[src/rtl/pi_mac_alu.sv]
// Fixed-point ALU: single-cycle add/sub with optional narrow clamp, iterative
// shift-add multiply, and multiply-accumulate into a private accumulator.
module pi_mac_alu #(
    parameter int unsigned W    = 16,
    parameter int unsigned FRAC = 12,
    parameter int unsigned SATW = 12
) (
    input  logic         clk,
    input  logic         rst,
    input  logic         start,
    input  logic [1:0]   op,
    input  logic [W-1:0] src1,
    input  logic [W-1:0] src0,
    input  logic [1:0]   shift,
    input  logic         saturate,
    input  logic         clr_acc,
    output logic [W-1:0] dst,
    output logic         done,
    output logic         busy,
    output logic         ovf
);

    localparam int unsigned PW = 2 * W - 2;
    localparam int unsigned CW = $clog2(W);
    localparam int unsigned W1 = W + 1;

    localparam logic [1:0] StIdle = 2'd0;
    localparam logic [1:0] StMul  = 2'd1;
    localparam logic [1:0] StDone = 2'd2;

    localparam logic signed [W-1:0]  SatHi  = W'((2 ** (SATW - 1)) - 1);
    localparam logic signed [W-1:0]  SatLo  = ~SatHi;
    localparam logic signed [PW-1:0] MulHi  = PW'((2 ** (W - 2)) - 1);
    localparam logic signed [PW-1:0] MulLo  = ~MulHi;
    localparam logic signed [W-1:0]  MulHiW = W'((2 ** (W - 2)) - 1);
    localparam logic signed [W-1:0]  MulLoW = ~MulHiW;
    localparam logic signed [W:0]    MacHi  = W1'((2 ** (W - 1)) - 1);
    localparam logic signed [W:0]    MacLo  = ~MacHi;

    logic [1:0]    state_q, state_d;
    logic [CW-1:0] cnt_q, cnt_d;
    logic          mac_q, mac_d;
    logic [PW-1:0] prod_q, prod_d;
    logic [PW-1:0] mcand_q, mcand_d;
    logic [W-2:0]  mplier_q, mplier_d;
    logic [W-1:0]  acc_q, acc_d;
    logic [W-1:0]  dst_q, dst_d;
    logic          ovf_q, ovf_d;
    logic          done_q, done_d;

    logic [W-1:0]         src0s;
    logic signed [W-1:0]  as_sum;
    logic [W-1:0]         as_res;
    logic                 as_ovf;

    logic                 last;
    logic [PW-1:0]        pp;
    logic [PW-1:0]        prod_step;
    logic signed [PW-1:0] prod_sh;
    logic [W-1:0]         mul_res;
    logic                 mul_ovf;
    logic signed [W:0]    mac_sum;
    logic [W-1:0]         mac_res;
    logic                 mac_ovf;

    always_comb begin
        case (shift)
            2'b00:   src0s = src0;
            2'b01:   src0s = {src0[W-2:0], 1'b0};
            default: src0s = {src0[W-3:0], 2'b00};
        endcase
    end

    // Sub is src1 + ~src0s + 1; the clamp acts on the W-bit wrapped sum.
    always_comb begin
        as_sum = $signed(src1 + (op[0] ? ~src0s : src0s) + {{(W - 1){1'b0}}, op[0]});
        as_res = as_sum;
        as_ovf = 1'b0;
        if (saturate && (as_sum > SatHi)) begin
            as_res = SatHi;
            as_ovf = 1'b1;
        end else if (saturate && (as_sum < SatLo)) begin
            as_res = SatLo;
            as_ovf = 1'b1;
        end
    end

    // One partial product per cycle; the multiplier's top bit carries negative weight.
    always_comb begin
        last      = (cnt_q == CW'(W - 2));
        pp        = mplier_q[0] ? mcand_q : '0;
        prod_step = last ? (prod_q - pp) : (prod_q + pp);
        prod_sh   = $signed(prod_step) >>> FRAC;

        mul_res = prod_sh[W-1:0];
        mul_ovf = 1'b0;
        if (prod_sh > MulHi) begin
            mul_res = MulHiW;
            mul_ovf = 1'b1;
        end else if (prod_sh < MulLo) begin
            mul_res = MulLoW;
            mul_ovf = 1'b1;
        end

        mac_sum = $signed({acc_q[W-1], acc_q}) + $signed({mul_res[W-1], mul_res});
        mac_res = mac_sum[W-1:0];
        mac_ovf = 1'b0;
        if (mac_sum > MacHi) begin
            mac_res = MacHi[W-1:0];
            mac_ovf = 1'b1;
        end else if (mac_sum < MacLo) begin
            mac_res = MacLo[W-1:0];
            mac_ovf = 1'b1;
        end
    end

    always_comb begin
        state_d  = state_q;
        cnt_d    = cnt_q;
        mac_d    = mac_q;
        prod_d   = prod_q;
        mcand_d  = mcand_q;
        mplier_d = mplier_q;
        acc_d    = acc_q;
        dst_d    = dst_q;
        ovf_d    = ovf_q;
        done_d   = 1'b0;

        case (state_q)
            StIdle, StDone: begin
                if (start) begin
                    if (!op[1]) begin
                        dst_d   = as_res;
                        ovf_d   = as_ovf;
                        done_d  = 1'b1;
                        state_d = StDone;
                    end else begin
                        state_d  = StMul;
                        cnt_d    = '0;
                        mac_d    = op[0];
                        prod_d   = '0;
                        mcand_d  = {{(W - 1){src1[W-2]}}, src1[W-2:0]};
                        mplier_d = src0s[W-2:0];
                    end
                end else begin
                    state_d = StIdle;
                end
            end
            StMul: begin
                prod_d   = prod_step;
                mcand_d  = mcand_q << 1;
                mplier_d = mplier_q >> 1;
                cnt_d    = cnt_q + CW'(1);
                if (last) begin
                    state_d = StDone;
                    cnt_d   = '0;
                    done_d  = 1'b1;
                    if (mac_q) begin
                        dst_d = mac_res;
                        ovf_d = mul_ovf | mac_ovf;
                        acc_d = mac_res;
                    end else begin
                        dst_d = mul_res;
                        ovf_d = mul_ovf;
                    end
                end
            end
            default: state_d = StIdle;
        endcase

        // Clear beats a coincident MAC write-back.
        if (clr_acc) begin
            acc_d = '0;
        end
    end

    always_ff @(posedge clk) begin
        if (rst) begin
            state_q  <= StIdle;
            cnt_q    <= '0;
            mac_q    <= 1'b0;
            prod_q   <= '0;
            mcand_q  <= '0;
            mplier_q <= '0;
            acc_q    <= '0;
            dst_q    <= '0;
            ovf_q    <= 1'b0;
            done_q   <= 1'b0;
        end else begin
            state_q  <= state_d;
            cnt_q    <= cnt_d;
            mac_q    <= mac_d;
            prod_q   <= prod_d;
            mcand_q  <= mcand_d;
            mplier_q <= mplier_d;
            acc_q    <= acc_d;
            dst_q    <= dst_d;
            ovf_q    <= ovf_d;
            done_q   <= done_d;
        end
    end

    assign dst  = dst_q;
    assign ovf  = ovf_q;
    assign done = done_q;
    assign busy = (state_q == StMul);

endmodule

[config.mk]
export PLATFORM = sky130hd
export DESIGN_NAME = pi_mac_alu
export DESIGN_NICKNAME = d
export VERILOG_FILES = /design/src/rtl/pi_mac_alu.sv
export SDC_FILE = /design/constraint.sdc
export NUM_CORES = 1
export LEC_CHECK = 0
export ABC_AREA = 1
export CAP_MARGIN = 10
export CORE_MARGIN = 2
export CORE_UTILIZATION = 60
export CTS_CLUSTER_SIZE = 40
export DETAILED_ROUTE_END_ITERATION = 10
export PLACE_DENSITY = 0.79
export SLEW_MARGIN = 15
export SYNTH_ARGS = -nofsm -noshare
export SYNTH_HDL_FRONTEND = slang
export SYNTH_SLANG_ARGS = --single-unit
[constraint.sdc]
create_clock -name clk -period 13.1 [get_ports clk]
set_clock_uncertainty 0.15 [all_clocks]
set_input_delay 1.31 -clock clk [delete_from_list [all_inputs] [get_ports clk]]
set_output_delay 1.31 -clock clk [all_outputs]
set_load 0.01 [all_outputs]
==> impl_metrics.env, run 1 <==
export IMPL_status="finished, final reports clean"
export IMPL_grt_setup_unrepaired="false"
export IMPL_dp_cells=1847
export IMPL_cp_arrival_ns=7.57
export IMPL_finalMaxSlewViolations=0
export IMPL_synth_cell_type_count=44
export IMPL_clk_path_buf_depth=2
export IMPL_num_rows=47
export IMPL_grt_ovfl_total=0
export IMPL_worstHoldPathCells=2
export IMPL_diodes=0
export IMPL_final_common_cell="nand2_1"
export IMPL_nNetsFinal=1752
export IMPL_grt_pass1_wl_um=45600
export IMPL_numPortBuffers=59
export IMPL_syn_inst=1622
export IMPL_htreeDepth=4
export IMPL_clk_pin_slew_worst_paths_ns=0.06
export IMPL_max_stage_delay_ns=0.81
export IMPL_setup_tns_ns=0
export IMPL_cp_slowest_cell="nand3_1"
export IMPL_grt_use_met2_pct=51.4
export IMPL_ant_nets=0
export IMPL_grt_busiest_layer="met2"
export IMPL_dp_hpwl_um=20600
export IMPL_fill_cells=1479
export IMPL_synth_nets=1728
export IMPL_place_congestion=0.937
export IMPL_grt_use_met3_pct=5.06
export IMPL_crit_type="register to register"
export IMPL_ys_ff_latch=116
export IMPL_layout_common_cells="549 x nand2_1, 194 x inv_1, 127 x a21oi_1"
export IMPL_cts_tree="done"
export IMPL_start_util_pct=60.6
export IMPL_grt_pass1_vias=9535
export IMPL_cts_resized=0
export IMPL_wl_per_cell_um=14.6
export IMPL_io_pins=60
export IMPL_tightest_slew_ns=1.14
export IMPL_worstSetupStartpointType="register"
export IMPL_yosysSeqAreaShare_pct=23.4
export IMPL_firstDrtPassIters=6
export IMPL_remaining_drc_errors=0
export IMPL_endpoint_kind="register"
export IMPL_fmax_mhz=136
export IMPL_worstPathRequired_ns=13.30
export IMPL_synthToLayoutAreaGrowth_pct=11.9
export IMPL_initialDrtViolationCount=832
export IMPL_post_cts_setup_buffers=0
export IMPL_cts_sinks=116
export IMPL_yosys_warnings=0
export IMPL_instances_no_fill=1879
export IMPL_die_area_um2=17600
export IMPL_clk_latency_ns=0.41
export IMPL_use_met1_pct=42.4
export IMPL_cts_made_buffers=17
export IMPL_ir_drop_v=0.000213
export IMPL_finalHoldViolCount=0
export IMPL_hold_class="register to register"
export IMPL_fin_crit_ns=7.38
export IMPL_p_leak_nw=5.56
export IMPL_wl_um=27500
export IMPL_antenna_found_initial=0
export IMPL_min_period_over_period_pct=56.3
export IMPL_die_h_um=133
export IMPL_r2r_cells=45
export IMPL_total_power_mw=2.57
export IMPL_power_density_nw_per_um2=232
export IMPL_grt_start_max_net_pins=82
export IMPL_vias_per_cell=5.52
export IMPL_max_slew_margin_pct=24.0
export IMPL_finalSetupViolCount=0
export IMPL_vias=10400
export IMPL_coreArea_um2=16400
export IMPL_critPathMaxFanout=31
export IMPL_cts_hold_buffers=0
export IMPL_track_usage_pct=31.6
export IMPL_post_route_util_pct=67.8
export IMPL_netlist_area_um2=9940
export IMPL_avgSynthCellArea_um2=6.13
export IMPL_max_cap_violations=0
export IMPL_drive_gt1_share_pct=5.73
export IMPL_fp_dieW_um=133
export IMPL_cts_root_buffer="clkbuf_16"
export IMPL_cpMostUsedCell="nand2_1"
worst paths after layout:
| kind | slack, ns | endpoint | from |
|---|---|---|---|
| max | 5.72 | dst[3] | mplier_q[0] |
| min | 0.31 | mplier_q[14] | mplier_q[14] |
| max reg2reg | 5.72 | dst[3] | mplier_q[0] |
| min reg2reg | 0.31 | mplier_q[14] | mplier_q[14] |
power breakdown:
group | internal [mW] | switching [mW]
logic | 0.530 | 1.20
registers | 0.378 | 0.0185
clock network | 0.283 | 0.169
cells by family (layout without fill, tap and decap cells):
kind of cell	count (synthesis)	after routing	share of synthesized area [%]
XOR/XNOR	77	77	6.79
buffers and inverters	261	298	10.7
AO/OA/AOI/OAI	283	283	16.4
AND/OR/NAND/NOR	820	820	34.3
adder cells (fa/ha/maj)	65	65	8.41
flip-flops	116	116	23.4
worst max-delay path, delay by kind of cell, from the launching register on:
kind	cells	cell delay [ns]
AND/OR/NAND/NOR	33	4.61
adder cells (fa/ha/maj)	4	1.12
AO/OA/AOI/OAI	2	0.48
flip-flops	1	0.40
buffers and inverters	5	0.35
XOR/XNOR	1	0.17
routing by layer:
| layer | wire length, um | vias up |
|---|---|---|
| li1 | - | 5285 |
| met1 | 12600 | 4636 |
| met2 | 12600 | 402 |
| met3 | 1560 | 53 |
| met4 | 795 | 0 |
| met5 | 0 | - |
synthesized netlist by cell type (all sizes together):
cell type,n,area [um^2]
clkinv,2,7.51
buf,21,165
o22ai,15,93.8
dfxtp,116,2320
o211ai,18,135
a21o,2,15.0
a2bb2oi,1,8.76
inv,198,743
or2,6,37.5
ha,62,776
a211oi,1,7.51
nor2,108,445
a32oi,1,8.76
and3,2,12.5
xor2,60,526
clkbuf,40,150
and2,1,6.26
o21a,2,15.0
nor3,11,55.1
o21bai,12,90.1
o21ai,48,248
a31oi,47,294
fa,3,60.1
a21oi,133,688
nand4,4,25.0
xnor2,17,149
a22o,1,8.76
nand3b,5,37.5
nand2,573,2230
nand3,110,566
a21boi,2,15.0
per-stage QoR:
step	cell area, um^2	hold WS [ns]	worst slack [ns]
2_1_floorplan	9940	0.295	7.44
3_3_place_gp	10600	0.308	6.05
3_5_place_dp	10600	0.312	5.85
4_1_cts	11100	0.320	5.80
5_1_grt	11100	0.331	4.98
6_report	11100	0.313	5.72
registers in the layout, summed over array words and instances, names as in the netlist:
name / cells
mplier_q: 15
acc_q: 16
dst: 16
prod_q: 30
mac_q: 1
done: 1
state_q: 2
ovf: 1
mcand_q: 30
cnt_q: 4
final cells by class:
type | instances | area, um^2 | area share, %
clock buffer | 22 | 454 | 4.08
clock inverter | 10 | 108 | 0.968
inverter | 200 | 751 | 6.75
multi-input combinational | 1245 | 6570 | 59.1
sequential | 116 | 2320 | 20.9
tap | 220 | 275 | 2.48
timing repair buffer | 66 | 638 | 5.74
No activity file was read; power rests on OpenSTA's default activity.
==> inputs of run 2 (changes only) <==
==> constraint.sdc (replaced) <==
create_clock -name clk -period 6.8 [get_ports clk]
set_clock_uncertainty 0.15 [all_clocks]
set_input_delay 0.68 -clock clk [delete_from_list [all_inputs] [get_ports clk]]
set_output_delay 0.68 -clock clk [all_outputs]
set_load 0.01 [all_outputs]
==> run 2 against run 1 <==
Compared with the run above: setup slack worse by 5.1 ns; non-clock buffer count increased by 10; worst hold slack better by 0.0014 ns; first-iteration DRC count shrank 1.1%; critical path type unchanged; critical endpoint is now dst[14].
==> impl_metrics.env, run 2 (same netlist as run 1, synthesis figures left out) <==
export IMPL_clk_path_buf_depth=2
export IMPL_start_util_pct=60.6
export IMPL_fmax_mhz=163
export IMPL_numPortBuffers=59
export IMPL_tightest_slew_ns=1.14
export IMPL_power_density_nw_per_um2=464
export IMPL_pwr_share_clk_pct=17.2
export IMPL_diodes=0
export IMPL_p_leak_nw=5.65
export IMPL_cts_root_buffer="clkbuf_16"
export IMPL_clk_pin_slew_worst_paths_ns=0.06
export IMPL_ant_nets=0
export IMPL_finalSetupViolCount=0
export IMPL_rrSetupSlack_ns=0.67
export IMPL_layout_common_cells="548 x nand2_1, 193 x inv_1, 126 x a21oi_1"
export IMPL_place_congestion=0.959
export IMPL_max_slew_margin_pct=23.4
export IMPL_grt_pass1_vias=9451
export IMPL_wl_um=27800
export IMPL_grt_busiest_layer="met2"
export IMPL_fill_cells=1498
export IMPL_power_frac_seq_pct=14.6
export IMPL_firstDrtPassIters=8
export IMPL_worstSetupStartpointType="register"
export IMPL_worstHoldPathCells=2
export IMPL_grt_use_met3_pct=4.87
export IMPL_grt_use_met2_pct=52.5
export IMPL_min_period_over_period_pct=90.2
export IMPL_setup_tns_ns=0
export IMPL_vias_per_cell=5.51
export IMPL_final_common_cell="nand2_1"
export IMPL_r2r_end="dst[14]"
export IMPL_final_cell_area_um2=11300
export IMPL_max_cap_violations=0
export IMPL_hold_class="register to register"
export IMPL_critPathMaxFanout=16
export IMPL_fin_crit_ns=6.13
export IMPL_status="finished, final reports clean"
export IMPL_hold_path_endpoint="mplier_q[14]"
export IMPL_cp_slowest_cell="ha_1"
export IMPL_largestRegisters="mcand_q x30, prod_q x30"
export IMPL_clk_latency_ns=0.42
export IMPL_endpoint_kind="register"
export IMPL_wl_per_cell_um=14.7
export IMPL_drive_gt1_share_pct=6.77
export IMPL_use_met1_pct=42.7
export IMPL_vias=10400
export IMPL_coreArea_um2=16400
export IMPL_grt_pass1_wl_um=45300
export IMPL_nNetsFinal=1763
export IMPL_power_switching_mw=2.73
export IMPL_pwr_share_comb_pct=68.2
export IMPL_remaining_drc_errors=0
export IMPL_cpMostUsedCell="nand2_1"
export IMPL_track_usage_pct=31.5
export IMPL_fp_dieW_um=133
export IMPL_total_power_mw=5.24
export IMPL_cts_hold_buffers=0
export IMPL_cp_arrival_ns=6.30
export IMPL_io_pins=60
export IMPL_num_rows=47
export IMPL_ir_drop_v=0.000488
export IMPL_crit_type="register to register"
export IMPL_initialDrtViolationCount=823
export IMPL_synthToLayoutAreaGrowth_pct=13.6
export IMPL_power_internal_mw=2.51
export IMPL_grt_ovfl_total=0
export IMPL_min_from="mplier_q[14]"
export IMPL_die_h_um=133
export IMPL_switching_share_pct=52.1
export IMPL_finalHoldViolCount=0
export IMPL_htreeDepth=4
export IMPL_antenna_found_initial=0
export IMPL_max_stage_delay_ns=0.38
export IMPL_grt_start_max_net_pins=82
export IMPL_r2r_start="mplier_q[0]"
export IMPL_r2r_cells=44
export IMPL_dpl_instance_area_um2=10600
export IMPL_finalMaxSlewViolations=0
export IMPL_dp_hpwl_um=20700
export IMPL_die_area_um2=17600
export IMPL_worstPathRequired_ns=6.97
export IMPL_cts_tree="done"
export IMPL_cts_sinks=116
export IMPL_cts_made_buffers=17
-- run 2: cell count changes in the layout (fill, tap and decap cells not counted), moves of 2 or more --
| cell | before | now |
|---|---|---|
| nand2_4 | 3 | 5 |
| clkinv_2 | 5 | 3 |
| buf_12 | 0 | 2 |
| buf_4 | 7 | 14 |
| clkbuf_8 | 1 | 4 |
| o21ai_0 | 43 | 41 |
-- run 2: final cells by class --
class / count / area [um^2] / area share [%]
Clock buffer: 24 / 492 / 4.36
Sequential cell: 116 / 2320 / 20.6
Tap cell: 220 / 275 / 2.44
Timing Repair Buffer: 76 / 742 / 6.57
Inverter: 200 / 751 / 6.65
Multi-Input combinational cell: 1246 / 6610 / 58.5
Clock inverter: 8 / 98.8 / 0.876
-- run 2: critical path, delay by kind of cell (launching register included) --
kind,cells,cell delay [ns]
flops,1,0.35
buf+inv,3,0.28
fa+ha+maj,3,0.90
compound gates,4,0.68
xor+xnor,1,0.19
simple gates,33,3.44
-- run 2: stage by stage --
step / std cells / util, % / hold WS (ns) / worst slack, ns
5_1_grt: 1890 / 68.8 / 0.335 / -0.0274
3_3_place_gp: 1851 / 64.5 / 0.307 / 0.398
4_1_cts: 1883 / 68.1 / 0.318 / 0.220
6_report: 1890 / 68.8 / 0.315 / 0.668
2_1_floorplan: 1622 / - / 0.295 / 1.14
3_5_place_dp: 1851 / 64.5 / 0.311 / 0.295
-- run 2: power by group through the flow --
stage	sequential (mW)	combinational [mW]	clock [mW]
final	0.765	3.57	0.903
after global routing	0.769	3.94	0.937
after CTS	0.764	3.25	0.907
after detailed placement	0.777	3.21	0
after floorplan	0.769	2.62	0
after global placement	0.777	3.21	0
-- run 2: how the worst max path moves through the flow --
stage	start	end
finish	mplier_q[0]	dst[14]
global route	mplier_q[0]	dst[4]
CTS	mplier_q[0]	dst[14]
detailed placement	mplier_q[0]	dst[14]
global placement	mplier_q[0]	dst[14]
floorplan	mplier_q[0]	acc_q[2]
-- run 2: layer usage --
layer	wire (um)	vias up
met5	0	-
met1	12100	4641
li1	-	5303
met4	566	0
met3	2150	48
met2	13000	423
-- run 2: timing repair --
item | 4_1_cts | 5_1_grt
gates resized for setup | 0 | 18
endpoints found under the setup margin | 0 | 31
setup buffers | 0 | 6
